**config.mk**
```make
export PLATFORM = sky130hd
export DESIGN_NAME = ps2_key_decoder
export DESIGN_NICKNAME = d
export VERILOG_FILES = /design/src/rtl/ps2_codes_pkg.sv /design/src/rtl/ps2_key_match.sv /design/src/rtl/ps2_key_decoder.sv
export SDC_FILE = /design/constraint.sdc
export NUM_CORES = 1
export LEC_CHECK = 0
export CORE_UTILIZATION = 45
export CTS_CLUSTER_SIZE = 14
export DETAILED_ROUTE_END_ITERATION = 6
export GPL_ROUTABILITY_DRIVEN = 0
export PLACE_DENSITY = 0.79
export SLEW_MARGIN = 0
export SYNTH_ARGS = -nofsm -noshare
export SYNTH_HDL_FRONTEND = slang
export SYNTH_SLANG_ARGS = --single-unit
```
**constraint.sdc**
```tcl
create_clock -name CLOCK_50 -period 1.85 [get_ports CLOCK_50]
set_clock_uncertainty 0.15 [all_clocks]
set_input_delay 0.37 -clock CLOCK_50 [delete_from_list [all_inputs] [get_ports CLOCK_50]]
set_output_delay 0.37 -clock CLOCK_50 [all_outputs]
set_load 0.01 [all_outputs]
```
**src/rtl/ps2_codes_pkg.sv**
```systemverilog
// PS/2 scan-code constants and sequence-FSM encoding shared by the key decoder.
package ps2_codes_pkg;

  localparam int CODE_W = 9;

  localparam logic [7:0] PS2_EXT = 8'hE0;
  localparam logic [7:0] PS2_BRK = 8'hF0;

  // Keyboard housekeeping bytes (ACK, BAT pass, echo, error responses).
  localparam int N_IGNORED = 7;
  localparam logic [N_IGNORED-1:0][7:0] PS2_IGNORED =
    {8'h00, 8'hAA, 8'hEE, 8'hFA, 8'hFC, 8'hFE, 8'hFF};

  typedef enum logic [1:0] {
    ST_IDLE    = 2'd0,
    ST_EXT     = 2'd1,
    ST_BRK     = 2'd2,
    ST_EXT_BRK = 2'd3
  } seq_state_e;

  function automatic logic is_ignored(input logic [7:0] b);
    logic hit;
    hit = 1'b0;
    for (int i = 0; i < N_IGNORED; i++)
      if (b == PS2_IGNORED[i]) hit = 1'b1;
    return hit;
  endfunction

endpackage

```
**src/rtl/ps2_key_match.sv**
```systemverilog
// Maps a 9-bit {ext, scan} code to a one-hot slot vector; lowest slot wins on duplicates.
module ps2_key_match
  import ps2_codes_pkg::*;
#(
  parameter int                      NUM_KEYS  = 3,
  parameter logic [9*NUM_KEYS-1:0]   KEY_CODES = {9'h174, 9'h16B, 9'h05A}
) (
  input  logic [CODE_W-1:0]   code_i,
  output logic [NUM_KEYS-1:0] match_o
);

  // Scan from the top so the last (lowest-index) hit overwrites higher ones.
  always_comb begin
    match_o = '0;
    for (int i = NUM_KEYS - 1; i >= 0; i--) begin
      if (code_i == KEY_CODES[9*i +: 9]) begin
        match_o    = '0;
        match_o[i] = 1'b1;
      end
    end
  end

endmodule

```
**src/rtl/ps2_key_decoder.sv**
```systemverilog
// PS/2 make/break sequence decoder with per-key down/make/repeat/break tracking.
module ps2_key_decoder
  import ps2_codes_pkg::*;
#(
  parameter int                    NUM_KEYS       = 3,
  parameter logic [9*NUM_KEYS-1:0] KEY_CODES      = {9'h174, 9'h16B, 9'h05A},
  parameter int                    TIMEOUT_CYCLES = 100_000
) (
  input  logic                CLOCK_50,
  input  logic                reset,
  input  logic [7:0]          received_data,
  input  logic                received_data_en,
  output logic [NUM_KEYS-1:0] key_down,
  output logic [NUM_KEYS-1:0] key_make,
  output logic [NUM_KEYS-1:0] key_repeat,
  output logic [NUM_KEYS-1:0] key_break,
  output logic                event_valid,
  output logic [CODE_W-1:0]   event_code,
  output logic                event_break,
  output logic                seq_error
);

  localparam int CNT_W = (TIMEOUT_CYCLES > 2) ? $clog2(TIMEOUT_CYCLES) : 1;
  localparam logic [CNT_W-1:0] TO_LAST = CNT_W'(TIMEOUT_CYCLES - 1);

  seq_state_e          state_q, state_d;
  logic [CNT_W-1:0]    cnt_q, cnt_d;
  logic                done, done_brk;
  logic [CODE_W-1:0]   done_code;
  logic [NUM_KEYS-1:0] match;

  logic [NUM_KEYS-1:0] down_q, down_d, make_q, make_d;
  logic [NUM_KEYS-1:0] rep_q, rep_d, brk_q, brk_d;
  logic                ev_valid_q, ev_brk_q, ev_brk_d, err_q, err_d;
  logic [CODE_W-1:0]   ev_code_q, ev_code_d;

  always_comb begin
    state_d   = state_q;
    cnt_d     = cnt_q;
    done      = 1'b0;
    done_brk  = (state_q == ST_BRK) || (state_q == ST_EXT_BRK);
    done_code = {(state_q == ST_EXT) || (state_q == ST_EXT_BRK), received_data};
    err_d     = 1'b0;
    if (received_data_en) begin
      cnt_d = '0;
      unique case (state_q)
        ST_IDLE: begin
          if (received_data == PS2_EXT)      state_d = ST_EXT;
          else if (received_data == PS2_BRK) state_d = ST_BRK;
          else if (!is_ignored(received_data)) done = 1'b1;
        end
        ST_EXT: begin
          if (received_data == PS2_BRK)      state_d = ST_EXT_BRK;
          else if (received_data != PS2_EXT) begin
            done    = 1'b1;
            state_d = ST_IDLE;
          end
        end
        ST_BRK, ST_EXT_BRK: begin
          if (received_data != PS2_EXT && received_data != PS2_BRK) begin
            done    = 1'b1;
            state_d = ST_IDLE;
          end
        end
        default: state_d = ST_IDLE;
      endcase
    end else if (state_q != ST_IDLE) begin
      if (cnt_q == TO_LAST) begin
        state_d = ST_IDLE;
        cnt_d   = '0;
        err_d   = 1'b1;
      end else begin
        cnt_d = cnt_q + 1'b1;
      end
    end else begin
      cnt_d = '0;
    end
  end

  ps2_key_match #(
    .NUM_KEYS (NUM_KEYS),
    .KEY_CODES(KEY_CODES)
  ) u_match (
    .code_i (done_code),
    .match_o(match)
  );

  always_comb begin
    make_d    = '0;
    rep_d     = '0;
    brk_d     = '0;
    if (done && !done_brk) begin
      make_d = match & ~down_q;
      rep_d  = match & down_q;
    end
    if (done && done_brk) brk_d = match & down_q;
    down_d    = (down_q | make_d) & ~brk_d;
    ev_code_d = done ? done_code : ev_code_q;
    ev_brk_d  = done ? done_brk  : ev_brk_q;
  end

  always_ff @(posedge CLOCK_50) begin
    if (reset) begin
      state_q    <= ST_IDLE;
      cnt_q      <= '0;
      down_q     <= '0;
      make_q     <= '0;
      rep_q      <= '0;
      brk_q      <= '0;
      ev_valid_q <= 1'b0;
      ev_code_q  <= '0;
      ev_brk_q   <= 1'b0;
      err_q      <= 1'b0;
    end else begin
      state_q    <= state_d;
      cnt_q      <= cnt_d;
      down_q     <= down_d;
      make_q     <= make_d;
      rep_q      <= rep_d;
      brk_q      <= brk_d;
      ev_valid_q <= done;
      ev_code_q  <= ev_code_d;
      ev_brk_q   <= ev_brk_d;
      err_q      <= err_d;
    end
  end

  assign key_down    = down_q;
  assign key_make    = make_q;
  assign key_repeat  = rep_q;
  assign key_break   = brk_q;
  assign event_valid = ev_valid_q;
  assign event_code  = ev_code_q;
  assign event_break = ev_brk_q;
  assign seq_error   = err_q;

endmodule

```
==> flow_summary_export.csv, run 1 <==
group,metric,value,unit
outcome,status,"finished, final reports clean",
die,fp.coreArea,4029,µm²
clock_tree,clk_path_buf_depth,2,
synthesis,synth-xor-area-share,7.364,%
clock_tree,htreeDepth,2,
detailed_routing,avgRoutedWirePerCell,13.00,µm
timing,fin_crit,1.782,ns
worst_hold_path,hold_class,"reg2reg",
final_layout,finalNetCount,286,
synthesis,synthTopCellsByArea,"dfxtp_1, nor2_1, mux2i_1",
synthesis,ys.flop_type,"dfxtp_1",
place,place_hpwl,2929,µm
synthesis,synth_common_cells,"dfxtp_1, nor2_1, nand2b_1",
timing,setup_viol,0,
clock_tree,cts.sinks,43,
detailed_routing,firstDrtPassIters,4,
grt,grt-ovfl-total,0,
timing,rsz0062_at_grt,"false",
timing,finalSetupTns,0,ns
synthesis,syn_nets,220,
grt,grt_pass1_vias,1615,
final_layout,design_area,2671,µm²
clock_tree,clk_pin_slew,0.08,ns
timing,slew_headroom,68.50,%
clock_tree,clkLatencyLatePin,0.30,ns
synthesis,synth_compound_area_share,6.180,%
setup_path,critPathMaxStageDelay,0.54,ns
synthesis,synth_most_common_cell,"dfxtp_1",
detailed_routing,highest_layer,"met4",
detailed_routing,drt_iter0_markers,62,
synthesis,synthArstFlopShare,0,%
final_layout,drive_gt1_share,20.00,%
final_layout,postLayoutCoreUtil,66.30,%
setup_path,required,1.89,ns
die,io_pins,35,
place,placed_area,2491,µm²
detailed_routing,wl_met1,1900,µm
timing,max_freq,0.5612,GHz
detailed_routing,wl_met2,2084,µm
detailed_routing,wirelength,4226,µm
synthesis,yosysTopAreaCell,"dfxtp_1",
timing,hold_viol,0,
clock_tree,cts-root-buf,"clkbuf_8",
clock_tree,ctsHoldBuffers,0,
timing,tightest_slew,0.4688,ns
synthesis,synth_top_family_by_area,"simple AND/OR/NAND/NOR gates",
clock_tree,cts_buffers,5,
final_layout,area_growth,40.37,%
setup_path,worstSetupStartpointType,"flop",
detailed_routing,via_count,1673,
detailed_routing,drtAntennaViolNets,0,
detailed_routing,drc,0,
setup_path,arrival,1.82,ns
die,start_util,47.24,%
synthesis,ys_seq_area_share,45.23,%
die,die_area,4493,µm²
synthesis,syn_area_per_cell,9.149,µm²
place,port_buffers,34,
synthesis,synth_cells,208,
grt,antenna_found_initial,0,
final_layout,finalNonFillerCells,325,
timing,fin_crit_sh,96.32,%
setup_path,cp-end-kind,"flop",
synthesis,netlist.area_leader.share,45.23,%
grt,grt_max_degree,16,
grt,grt_pass1_wl,6900,µm
synthesis,synth-edff-count,0,
place,place_inst,314,
synthesis,synth-adder-area-share,0.6575,%
power,p_per_area,644.7,nW/µm²
setup_path,cp_cell_sequence,"or4b_4 -> o31ai_4 -> a21oi_4 -> o31a_4 -> mux2i_1",
die,die_h,67.03,µm
place,pre_cts_ws,-0.4684,ns
die,die_x,67.03,µm
final_layout,antenna_cells,0,
timing,maxSlewViolCount,0,
power,p_leak,0.9930,nW
setup_path,crit_fanout,5,
synthesis,synth-seq-cells,43,
grt,grt_use_total,20.88,%
synthesis,yosysWarnings,0,
timing,worst_slack,0.06817,ns
power,ir_drop,0.0004209,V
clock_tree,cts_tree,"done",
die,rows,23,
setup_path,criticalPathCategory,"reg2reg",
synthesis,netlist_area,1903,µm²
setup_path,slowest_stage,"or4b_4",
detailed_routing,met3_length,144,µm
run,cap_violations,0,
synthesis,ys_types,36,
detailed_routing,vias_per_cell,5.148,
synthesis,muxShareOfSynthArea,4.734,%
synthesis,yosys.area_share.simple,31.23,%
==> routing by layer <==
layer,up-vias,GRT usage (%)
met5,-,0
met4,0,11.44
met3,10,5.308
met2,35,36.63
met1,777,22.49
li1,851,-
==> report_power, final <==
| group | switching, mW | internal (mW) | leakage [nW] |
|---|---|---|---|
| Clock | 0.331 | 0.263 | 0.0402 |
| Combinational | 0.0879 | 0.0976 | 0.605 |
| Sequential | 0.00589 | 0.937 | 0.348 |
| Total | 0.425 | 1.30 | 0.993 |
==> stage by stage <==
step	power [mW]	hold WS (ns)
after floorplan	1.041	0.2800
after global placement	1.128	0.3096
after detailed placement	1.130	0.3125
after CTS	1.736	0.3294
after global routing	1.787	0.3467
final	1.722	0.3290
==> kinds of logic (layout without fill, tap and decap cells) <==
logic type	count (synthesis)	in the layout
adder cells (fa/ha/maj)	1	1
flip-flops	43	43
AND/OR/NAND/NOR	107	107
multiplexers	9	9
XOR/XNOR	16	16
AO/OA/AOI/OAI	17	18
buffers and inverters	15	81
==> state kept, by name (all words and copies together), names as in the netlist <==
signal / count
cnt_q: 17
key_break: 3
state_q: 2
event_break: 1
event_code: 9
event_valid: 1
key_down: 3
seq_error: 1
key_repeat: 3
key_make: 3
==> layout make-up <==
type / instances / area (µm²)
clock buffer: 5 / 68.82
clock inverter: 3 / 20.02
fill: 333 / 1358
inverter: 7 / 26.28
multi-input combinational: 151 / 1054
sequential: 43 / 860.8
tap: 50 / 62.56
timing repair buffer: 66 / 579.3
==> cell usage in the layout (no fill, tap or decap), types with 5 or more instances in the layout <==
cell type / n
clkdlybuf4s50_1: 26
nand4_1: 7
nor4_1: 6
xnor2_1: 7
nand3_1: 9
o21ai_0: 5
buf_4: 31
nor2_1: 30
nand2_1: 9
dlygate4sd2_1: 5
nor3_1: 5
inv_1: 7
nand2b_1: 12
mux2i_1: 9
xor2_1: 8
dfxtp_1: 43
or2b_1: 8
clkbuf_8: 5
==> repair_timing <==
item / CTS / global route
cloned: 1 / 0
buffers inserted: 2 / 1
setup endpoints to repair: 20 / 16
resized for setup: 19 / 5
pin swaps: 4 / 2
==> path summary, 6_finish.rpt <==
path                                    start       endpoint  slack, ns  cells after the start
worst min register to register  event_code[4]  event_code[4]       0.33                      2
worst max-delay path               state_q[1]  event_code[6]       0.07                      5
worst max register to register     state_q[1]  event_code[6]       0.07                      5
worst min-delay path            event_code[4]  event_code[4]       0.33                      2
==> critical path, delay by kind of cell (launching register included) <==
kind               cells  cell delay (ns)
muxes                  1             0.13
and+or+nand+nor        1             0.54
AOI/OAI and AO/OA      3             0.52
DFF                    1             0.33
Power figures use the tool's default switching activity.
==> run 2: changes to the inputs <==
--- a/config.mk
+++ b/config.mk
@@ -10,6 +10,7 @@
 export DETAILED_ROUTE_END_ITERATION = 6
 export GPL_ROUTABILITY_DRIVEN = 0
 export PLACE_DENSITY = 0.79
+export RECOVER_POWER = 100
 export SLEW_MARGIN = 0
 export SYNTH_ARGS = -nofsm -noshare
 export SYNTH_HDL_FRONTEND = slang
==> run 2 against run 1 <==
Non-clock buffer count unchanged. Fmax down 1.2%. Die area unchanged. Highest routed layer unchanged.
==> flow_summary_export.csv, run 2 (synthesized netlist as in run 1, its figures left out) <==
group,metric,value,unit
setup_path,cp-end-kind,"flop",
grt,busiest_layer,"met2",
timing,fin_crit_sh,97.52,%
setup_path,crit_fanout,5,
final_layout,top_register,"cnt_q",
die,io_pins,35,
final_layout,final_cell_mix,"dfxtp_1, nor2_1, buf_4",
timing,finalSetupTns,0,ns
clock_tree,htreeDepth,2,
clock_tree,cts.sinks,43,
final_layout,num-fill-cells,337,
detailed_routing,drt_iter0_markers,59,
place,place_hpwl,2929,µm
place,pre_cts_ws,-0.4684,ns
die,fp.coreArea,4029,µm²
final_layout,finalNetCount,286,
setup_path,arrival,1.85,ns
worst_hold_path,hold_class,"reg2reg",
clock_tree,clk_pin_slew,0.08,ns
die,die_x,67.03,µm
grt,use_met3,5.308,%
place,port_buffers,34,
detailed_routing,drtAntennaViolNets,0,
grt,grt_max_degree,16,
clock_tree,cts_buffers,5,
grt,met2_usage,36.63,%
timing,whs,0.3255,ns
timing,tightest_slew,0.4699,ns
setup_path,criticalPathCategory,"reg2reg",
die,start_util,47.24,%
die,die_h,67.03,µm
final_layout,drive_gt1_share,18.55,%
grt,grt_pass1_wl,6900,µm
outcome,status,"finished, final reports clean",
timing,worst_slack,0.04592,ns
detailed_routing,drc,0,
final_layout,area_growth,39.05,%
detailed_routing,via_count,1667,
final_layout,postLayoutCoreUtil,65.68,%
clock_tree,clk_path_buf_depth,2,
timing,max_freq,0.5543,GHz
setup_path,required,1.89,ns
final_layout,antenna_cells,0,
timing,setup_viol,0,
timing,rsz0062_at_grt,"false",
power,p_per_area,648.1,nW/µm²
timing,slew_headroom,68.43,%
grt,grt_pass1_vias,1615,
detailed_routing,vias_per_cell,5.129,
detailed_routing,firstDrtPassIters,4,
detailed_routing,wirelength,4227,µm
power,p_leak,1.036,nW
die,rows,23,
grt,antenna_found_initial,0,
grt,met1_usage,22.49,%
timing,maxSlewViolCount,0,
setup_path,worstSetupStartpointType,"flop",
timing,fin_crit,1.804,ns
timing,hold_viol,0,
grt,grt-ovfl-total,0,
grt,grt_use_total,20.88,%
detailed_routing,avgRoutedWirePerCell,13.01,µm
clock_tree,cts-root-buf,"clkbuf_8",
clock_tree,ctsHoldBuffers,0,
final_layout,final_common_cell,"dfxtp_1",
power,ir_drop,0.0004207,V
final_layout,largest_reg_flops,17,
clock_tree,cts_tree,"done",
die,die_area,4493,µm²
clock_tree,clkLatencyLatePin,0.30,ns
run,cap_violations,0,
==> run 2: changes by cell type in the layout (fill, tap and decap cells not counted), sizes merged <==
cell           before  now
dlygate4sd3         0   22
clkdlybuf4s50      26    4
clkbuf              7   12
buf                32   27
==> run 2: timing repair <==
item / CTS / global route
gates cloned: 1 / 0
pin swaps: 4 / 2
setup buffers: 2 / 1
hold endpoints to repair: 0 / 0
gates resized for setup: 19 / 5
setup endpoints to repair: 20 / 16
==> run 2: through the flow <==
stage / area [µm²] / power [mW] / instances
6_report: 2646 / 1.715 / 325
5_1_grt: 2646 / 1.779 / 325
4_1_cts: 2669 / 1.736 / 324
3_5_place_dp: 2491 / 1.130 / 314
3_3_place_gp: 2491 / 1.128 / 314
2_1_floorplan: 1912 / 1.041 / 208
==> run 2: final timing paths <==
kind | from | end | slack, ns | cells past startpoint
setup / recovery | state_q[1] | event_code[2] | 0.05 | 5
hold / removal | event_code[2] | event_code[2] | 0.33 | 2
setup reg to reg | state_q[1] | event_code[2] | 0.05 | 5
hold reg to reg | event_code[2] | event_code[2] | 0.33 | 2
==> run 2: final cells by class <==
class	count	area (µm²)	area share, %
clock buffers	5	68.82	2.600
multi-input cells	151	1046	39.53
clock inverters	3	20.02	0.7565
inverters	7	26.28	0.9929
well taps	50	62.56	2.364
repair buffers	66	561.8	21.23
flip-flops and latches	43	860.8	32.53
==> run 2: power by group <==
| group | switching (mW) | leakage [nW] | total, mW | internal [mW] |
|---|---|---|---|---|
| clock network | 0.331 | 0.0402 | 0.594 | 0.263 |
| registers | 0.00530 | 0.348 | 0.943 | 0.937 |
| logic | 0.0874 | 0.648 | 0.179 | 0.0914 |
==> run 2: worst max-delay path, cell delays in order, from the launching register on <==
cell and delay [ns]:
dfxtp_1 0.33, or4b_4 0.54, o31ai_4 0.27, a21oi_4 0.08, o31a_2 0.18, mux2i_1 0.14
==> run 2: layer usage <==
layer / routed length (µm) / up-vias
met5: 0 / -
met3: 134 / 9
met1: 1902 / 777
met2: 2101 / 30
met4: 89 / 0
li1: - / 851
==> run 3: changes to the inputs <==
--- a/config.mk
+++ b/config.mk
@@ -5,6 +5,7 @@
 export SDC_FILE = /design/constraint.sdc
 export NUM_CORES = 1
 export LEC_CHECK = 0
+export CORE_MARGIN = 4
 export CORE_UTILIZATION = 45
 export CTS_CLUSTER_SIZE = 14
 export DETAILED_ROUTE_END_ITERATION = 6
==> run 3 against run 2 <==
The run now ends with negative setup slack left. First-iteration DRC count grew 10%. Non-clock buffer count grew 5. Flip-flop and latch count unchanged. Core utilization grew 1.3 points. Die area grew 19%. Wire length grew 9.3%. Via count increased by 2.0%. Sequential share of layout area shrank 0.78 points. Cell area increased by 2.7%. Clock-buffer cell count unchanged. Critical endpoint is now event_break. Largest cell class unchanged. Largest power group unchanged.
==> flow_summary_export.csv, run 3 (synthesized netlist as in run 1, its figures left out) <==
group,metric,value,unit
timing,max_freq,0.5360,GHz
timing,finalSetupTns,-0.02935,ns
detailed_routing,vias_per_cell,5.155,
clock_tree,cts_buffers,5,
grt,grt_max_degree,19,
timing,rsz0062_at_grt,"true",
worst_hold_path,hold_class,"reg2reg",
detailed_routing,drc,0,
worst_hold_path,min_path_cells,2,
clock_tree,ctsHoldBuffers,0,
detailed_routing,wirelength,4620,µm
setup_path,rr_worst_depth,6,
final_layout,postLayoutCoreUtil,67.01,%
detailed_routing,drtAntennaViolNets,0,
setup_path,worstSetupStartpointType,"flop",
clock_tree,cts_tree,"done",
power,p_leak,1.078,nW
die,rows,23,
timing,tightest_slew,0.4672,ns
power,pwr-share-comb,10.7,%
power,p_clk_share,34.9,%
clock_tree,htreeDepth,2,
grt,use_met3,4.545,%
run,cap_violations,0,
final_layout,drive_gt1_share,22.50,%
final_layout,top_register,"cnt_q",
setup_path,required,1.92,ns
timing,slew_headroom,68.61,%
grt,grt_pass1_wl,7445,µm
clock_tree,cts-root-buf,"clkbuf_8",
die,start_util,46.90,%
setup_path,criticalPathCategory,"reg2reg",
outcome,status,"finished with violations",
detailed_routing,drt_iter0_markers,65,
final_layout,final_cell_mix,"dfxtp_1, buf_4, nor2_1",
clock_tree,clk_pin_slew,0.09,ns
clock_tree,cts.sinks,43,
outcome,violations,"negative setup slack",
timing,whs,0.3243,ns
grt,grt_use_total,17.95,%
setup_path,arrival,1.94,ns
power,p_int,1.303,mW
die,die_area,5333,µm²
die,die_x,73.03,µm
place,place_hpwl,3077,µm
power,switching_share,24.93,%
timing,fin_crit,1.866,ns
final_layout,antenna_cells,0,
power,switching_power,0.4326,mW
final_layout,largest_reg_flops,17,
power,power_frac_seq,54.4,%
place,port_buffers,34,
power,ir_drop,0.0003100,V
timing,worst_slack,-0.01561,ns
detailed_routing,via_count,1701,
setup_path,cp-end-kind,"flop",
grt,grt-ovfl-total,0,
final_layout,final_common_cell,"dfxtp_1",
grt,antenna_found_initial,0,
timing,fin_crit_sh,100.8,%
die,io_pins,35,
final_layout,finalNetCount,291,
place,pre_cts_ws,-0.4591,ns
final_layout,area_growth,42.87,%
timing,hold_viol,0,
grt,grt_pass1_vias,1698,
grt,busiest_layer,"met2",
timing,setup_viol,4,
power,p_per_area,638.3,nW/µm²
grt,met2_usage,32.47,%
clock_tree,clk_path_buf_depth,2,
detailed_routing,firstDrtPassIters,4,
die,fp.coreArea,4058,µm²
die,die_h,73.03,µm
detailed_routing,avgRoutedWirePerCell,14.00,µm
setup_path,crit_fanout,5,
grt,met1_usage,19.61,%
clock_tree,clkLatencyLatePin,0.30,ns
timing,maxSlewViolCount,0,
run 3: changes by cell type in the layout (fill, tap and decap cells not counted), sizes merged:
cell	previous run	this run
buf	27	33
clkbuf	12	9
clkdlybuf4s50	4	6
dlygate4sd3	22	20
clkinv	1	2
clkinvlp	2	1
dlygate4sd2	5	6
dlymetal6s2s	1	2
run 3: final cells by class:
type	instances	area (µm²)
Fill cell	317	1339
Tap cell	50	62.56
Multi-Input combinational cell	151	1066
Clock inverter	3	25.02
Timing Repair Buffer	71	606.8
Sequential cell	43	863.3
Inverter	7	26.28
Clock buffer	5	68.82
run 3: path summary, 6_finish.rpt:
kind | start | endpoint | slack (ns)
hold reg to reg | event_code[1] | event_code[1] | 0.32
hold / removal | event_code[1] | event_code[1] | 0.32
setup reg to reg | state_q[1] | event_break | -0.02
setup / recovery | state_q[1] | event_break | -0.02
run 3: power groups by stage:
stage	logic [mW]	clock network, mW	registers, mW
global route	0.199	0.663	0.946
floorplan	0.0700	0	0.971
CTS	0.179	0.628	0.945
global placement	0.164	0	0.966
finish	0.185	0.606	0.944
detailed placement	0.167	0	0.966
run 3: stage by stage:
step	cells	area [µm²]	power, mW
6_report	330	2719	1.736
5_1_grt	330	2719	1.808
4_1_cts	327	2665	1.751
3_5_place_dp	317	2501	1.133
3_3_place_gp	317	2501	1.130
2_1_floorplan	208	1912	1.041
run 3: critical path, stage by stage, from the launching register on:
cell and delay, ns:
dfxtp_2 0.35, or4b_4 0.55, o31ai_4 0.23, a21oi_4 0.09
buf_6 0.13, o31a_4 0.13, o22ai_1 0.16
run 3: what timing repair did:
| item | CTS | global route |
|---|---|---|
| buffers inserted | 1 | 3 |
| gates cloned | 1 | 0 |
| endpoints found under the setup margin | 20 | 37 |
| pin swaps | 4 | 6 |
| gates resized for setup | 15 | 13 |
run 3: layer usage:
metal	vias to the layer above	part of all wire, %
met3	7	3.5
met5	-	0
met4	0	2.0
met2	35	52
li1	864	-
met1	795	43
